**src/rtl/updown_pkg.sv**
```systemverilog
// Shared definitions for the lab counter family: direction/bank encodings and
// the modular step helper that later counter blocks reuse.
package updown_pkg;

  localparam logic DIR_UP   = 1'b0;
  localparam logic DIR_DOWN = 1'b1;
  localparam logic BANK0    = 1'b0;
  localparam logic BANK1    = 1'b1;

  // Widest counter the helper supports; narrower counters zero-extend into it.
  localparam int ARITH_W = 32;

  // Returns {wrap, value}. The step is first reduced modulo the modulus, so a
  // step that is a whole multiple of the modulus leaves the value unchanged.
  function automatic logic [ARITH_W:0] mod_step(
    input logic [ARITH_W-1:0] cur,
    input logic [ARITH_W-1:0] stp,
    input logic [ARITH_W:0]   modulus,
    input logic               dn
  );
    logic [ARITH_W:0]   s;
    logic [ARITH_W:0]   acc;
    logic [ARITH_W-1:0] res;
    logic               wr;
    s   = {1'b0, stp} % modulus;
    wr  = 1'b0;
    acc = '0;
    if (dn == DIR_UP) begin
      acc = {1'b0, cur} + s;
      if (acc >= modulus) begin
        res = ARITH_W'(acc - modulus);
        wr  = 1'b1;
      end else begin
        res = ARITH_W'(acc);
      end
    end else begin
      if ({1'b0, cur} < s) begin
        res = ARITH_W'({1'b0, cur} + modulus - s);
        wr  = 1'b1;
      end else begin
        res = ARITH_W'({1'b0, cur} - s);
      end
    end
    return {wr, res};
  endfunction

endpackage

```
**src/rtl/tick_gen.sv**
```systemverilog
// Prescaler producing a count-enable tick once every PRESCALE clocks;
// clr restarts the period so the next tick lands PRESCALE clocks later.
module tick_gen #(
  parameter int PRESCALE = 1
) (
  input  logic clk,
  input  logic rst,
  input  logic clr,
  output logic tick
);

  localparam int CW = (PRESCALE > 1) ? $clog2(PRESCALE) : 1;
  localparam logic [CW-1:0] LAST = CW'(PRESCALE - 1);

  logic [CW-1:0] pre_q;
  logic [CW-1:0] pre_d;

  assign tick = (pre_q == LAST);

  always_comb begin
    pre_d = pre_q + CW'(1);
    if (clr || tick) begin
      pre_d = '0;
    end
  end

  always_ff @(posedge clk or posedge rst) begin
    if (rst) begin
      pre_q <= '0;
    end else begin
      pre_q <= pre_d;
    end
  end

endmodule

```
**src/rtl/updown_counter_param.sv**
```systemverilog
// Parametrised up/down modulo counter with prescaled tick, load/hold and a
// registered mirror of the count onto one of two LED banks.
module updown_counter_param
  import updown_pkg::*;
#(
  parameter int WIDTH    = 8,
  parameter int MOD_MAX  = 255,
  parameter int PRESCALE = 1
) (
  input  logic             clk,
  input  logic             rst,
  input  logic             hold,
  input  logic             dir,
  input  logic             bank_sel,
  input  logic             load,
  input  logic [WIDTH-1:0] load_val,
  input  logic [WIDTH-1:0] step,
  output logic [WIDTH-1:0] count,
  output logic [WIDTH-1:0] led_bank0,
  output logic [WIDTH-1:0] led_bank1,
  output logic             wrap
);

  localparam logic [ARITH_W:0]   MODULUS = (ARITH_W + 1)'(MOD_MAX) + (ARITH_W + 1)'(1);
  localparam logic [WIDTH-1:0]   MAX_VAL = WIDTH'(MOD_MAX);

  logic             tick;
  logic [ARITH_W:0] stepRes;
  logic [WIDTH-1:0] count_q;
  logic [WIDTH-1:0] count_d;
  logic             wrap_q;
  logic             wrap_d;
  logic [WIDTH-1:0] led0_q;
  logic [WIDTH-1:0] led1_q;

  tick_gen #(
    .PRESCALE(PRESCALE)
  ) u_tick (
    .clk (clk),
    .rst (rst),
    .clr (load),
    .tick(tick)
  );

  assign stepRes = mod_step(ARITH_W'(count_q), ARITH_W'(step), MODULUS, dir);

  // Upper helper bits are always zero because the result is below the modulus.
  generate
    if (WIDTH < ARITH_W) begin : g_hi
      logic unused_hi;
      assign unused_hi = ^stepRes[ARITH_W-1:WIDTH];
    end
  endgenerate

  always_comb begin
    count_d = count_q;
    wrap_d  = 1'b0;
    if (load) begin
      count_d = (load_val > MAX_VAL) ? MAX_VAL : load_val;
    end else if (!hold && tick) begin
      count_d = stepRes[WIDTH-1:0];
      wrap_d  = stepRes[ARITH_W];
    end
  end

  // LED banks copy the previous count, so a bank switch never shows two lit banks.
  always_ff @(posedge clk or posedge rst) begin
    if (rst) begin
      count_q <= '0;
      wrap_q  <= 1'b0;
      led0_q  <= '0;
      led1_q  <= '0;
    end else begin
      count_q <= count_d;
      wrap_q  <= wrap_d;
      led0_q  <= (bank_sel == BANK0) ? count_q : '0;
      led1_q  <= (bank_sel == BANK1) ? count_q : '0;
    end
  end

  assign count     = count_q;
  assign wrap      = wrap_q;
  assign led_bank0 = led0_q;
  assign led_bank1 = led1_q;

endmodule

```
**config.mk**
```make
export PLATFORM = sky130hd
export DESIGN_NAME = updown_counter_param
export DESIGN_NICKNAME = d
export VERILOG_FILES = /design/src/rtl/updown_pkg.sv /design/src/rtl/tick_gen.sv /design/src/rtl/updown_counter_param.sv
export SDC_FILE = /design/constraint.sdc
export NUM_CORES = 1
export LEC_CHECK = 0
export ABC_AREA = 0
export CAP_MARGIN = 10
export CORE_MARGIN = 2
export CORE_UTILIZATION = 47
export CTS_BUF_LIST = sky130_fd_sc_hd__clkbuf_8 sky130_fd_sc_hd__clkbuf_16
export CTS_CLUSTER_DIAMETER = 60
export CTS_CLUSTER_SIZE = 14
export DETAILED_ROUTE_END_ITERATION = 8
export PLACE_DENSITY = 0.77
export SKIP_CTS_REPAIR_TIMING = 1
export SYNTH_ARGS = -nofsm -noshare
export SYNTH_HDL_FRONTEND = slang
export SYNTH_SLANG_ARGS = --single-unit
```
**constraint.sdc**
```tcl
create_clock -name clk -period 2.4 [get_ports clk]
set_input_delay 0.48 -clock clk [delete_from_list [all_inputs] [get_ports clk]]
set_output_delay 0.48 -clock clk [all_outputs]
set_load 0.03 [all_outputs]
```
==> results.yml <==
power:
  swShare_pct: 32.4
  combPwrFrac_pct: 39.1
  p_int_uw: 975
  p_leak_uw: 0.00105
  clkPwrFrac_pct: 24.8
  pwr-share-seq_pct: 36.1
  power.total_uw: 1440
  p_per_area_nw_per_um2: 620
  vdd_drop_max_uv: 411
  p_switching_uw: 466
synth:
  syn_nets: 205
  avgSynthCellArea_um2: 9.92
  ys_ff_latch: 26
  ys_warn_count: 0
  synth_cells: 164
  synth_ff_type: "dfrtp_1"
  yosysSeqAreaShare_pct: 40.0
  ys_types: 41
  netlist_area_um2: 1630
  async_flop_share_pct: 100
  synth_edf_count: 0
timing:
  hold_viol: 0
  setup_viol: 0
  finClkSkew_ns: 0.00708
  rsz0062_at_grt: "false"
  fin_ws_ns: 0.105
  finalCriticalPeriod_ns: 2.29
  fin_crit_sh_pct: 95.6
  fmaxAchievable_ghz: 0.436
  slew_violations: 0
setup_path:
  critical_path_class: "in2reg"
  required_ns: 2.55
  startpoint: "step[0]"
  regToRegEndpoint: "wrap"
  ff2ff_setup_slack_ns: 0.28
  worst_setup_path_end_kind: "flop"
  rr_startpoint: "count[0]"
  arrival_ns: 2.45
  crit_path_max_fanout: 3
  cp-endpoint: "wrap"
  critPathLaunchType: "primary input"
  r2r_cells: 9
placement:
  port_buffers: 46
  place_congestion: 0.886
  dp_slack_ns: -0.184
  dp_hpwl_um: 2920
global_routing:
  grt_overflow: 0
  grt_first_pass_wirelength_um: 6180
  antenna_found_initial: 0
  grt_usage_pct: 19.8
  grt_max_degree: 27
  grt_pass1_vias: 1328
run_status:
  status: "completed"
floorplan:
  coreArea_um2: 3340
  fp.dieArea_um2: 3950
  die_x_um: 62.8
  die_y_um: 62.8
  num_rows: 21
  initial_core_util_pct: 48.7
  boundaryPins: 47
job:
  max-cap-violations: 0
layout:
  layout-drive-gt1-share_pct: 13.5
  final_cell_mix: "clkdlybuf4s50_1, dfrtp_1, buf_4"
  final_common_cell: "clkdlybuf4s50_1"
  fin_nets: 265
  diodes: 0
  area_growth_pct: 42.8
  num-fill-cells: 270
detailed_routing:
  wl_per_cell_um: 14.4
  wl_um: 3860
  drtIter0Drc: 53
  drc_errors: 0
  viasPerCell: 5.18
  drt-pass1-iter-count: 4
  postRouteAntennaNets: 0
  vias: 1393
clocking:
  cts_buffers: 3
  cts_tree: "built"
  cts_buffer_depth: 2
  htreeDepth: 1
  insertion_delay_ns: 0.27
  path_clk_slew_ns: 0.09
  cts_sinks: 26
  cts-root-buf: "clkbuf_8"
min_path:
  min_path_type: "in2async"
==> power by group through the flow <==
stage	clock network [uW]	logic [uW]	registers (uW)
after floorplan	0	252	600
after global placement	0	538	525
after detailed placement	0	552	527
after CTS	362	558	519
after global routing	378	608	527
final	358	563	520
==> worst max-delay path, cell delays in order <==
cell and delay [ns]:
clkdlybuf4s50_1 0.46, ha_1 0.24, fa_1 0.38, nor2b_1 0.16, o211ai_1 0.10, a21boi_0 0.25
nor3_1 0.07, o21ai_0 0.20, o31ai_1 0.11
==> registers in the layout, indices dropped and copies added, names as in the netlist <==
| name | count |
|---|---|
| count | 8 |
| led_bank1 | 8 |
| wrap | 1 |
| u_tick.pre_q | 1 |
| led_bank0 | 8 |
==> per-stage QoR <==
stage / setup TNS (ns) / cells / hold slack (ns) / utilization (%) / cell area (um2)
finish: 0 / 269 / 0.553 / 69.6 / 2320
global route: 0 / 269 / 0.640 / 69.6 / 2320
CTS: 0 / 269 / 0.561 / 69.0 / 2300
detailed placement: -0.870 / 265 / 0.594 / 66.9 / 2230
global placement: -0.497 / 265 / 0.568 / 66.9 / 2230
floorplan: 0 / 164 / 0.520 / - / 1630
==> how the worst min path moves through the flow <==
stage,end,depth (start not counted)
floorplan,count[0],1
global placement,led_bank1[0],1
detailed placement,led_bank1[0],1
CTS,led_bank0[6],3
global route,led_bank1[3],3
finish,led_bank1[6],3
==> logic make-up (layout without fill, tap and decap cells) <==
logic type | Yosys count | in the layout | share of synthesized area (%)
other | 1 | 1 | 0.231
muxes | 3 | 3 | 1.85
and+or+nand+nor | 47 | 47 | 16.6
AOI/OAI and AO/OA | 40 | 40 | 17.1
buffers and inverters | 22 | 81 | 5.46
adders and majority gates | 19 | 19 | 15.5
xor gates and xnor gates | 6 | 6 | 3.23
DFF | 26 | 26 | 40.0
==> per-layer routing <==
| layer | vias to the layer above | GRT usage [%] | share of wire [%] |
|---|---|---|---|
| met2 | 48 | 35.1 | 52 |
| met5 | - | 0 | 0 |
| met1 | 667 | 24.6 | 42 |
| met4 | 0 | 3.61 | 0.60 |
| met3 | 2 | 5.23 | 5.5 |
| li1 | 676 | - | - |
==> synthesized netlist by cell type (all sizes together) (4+ instances only) <==
| library cell | number | share of area [%] |
|---|---|---|
| nor2b | 11 | 4.4 |
| clkbuf | 4 | 0.92 |
| o21ai | 15 | 4.6 |
| inv | 15 | 3.5 |
| a21oi | 5 | 1.5 |
| nor2 | 4 | 0.92 |
| and2 | 9 | 3.5 |
| dfrtp | 26 | 40 |
| ha | 17 | 13 |
| nand2 | 10 | 2.3 |
==> cell type report <==
class,count,area (um2),share of cell area [%]
flip-flops and latches,26,651,28.0
repair buffers,62,581,25.0
well taps,46,57.6,2.48
clock buffers,3,41.3,1.78
clock inverters,1,30.0,1.29
multi-input cells,116,907,39.0
inverters,15,56.3,2.42
(Power assumes the default switching activity.)
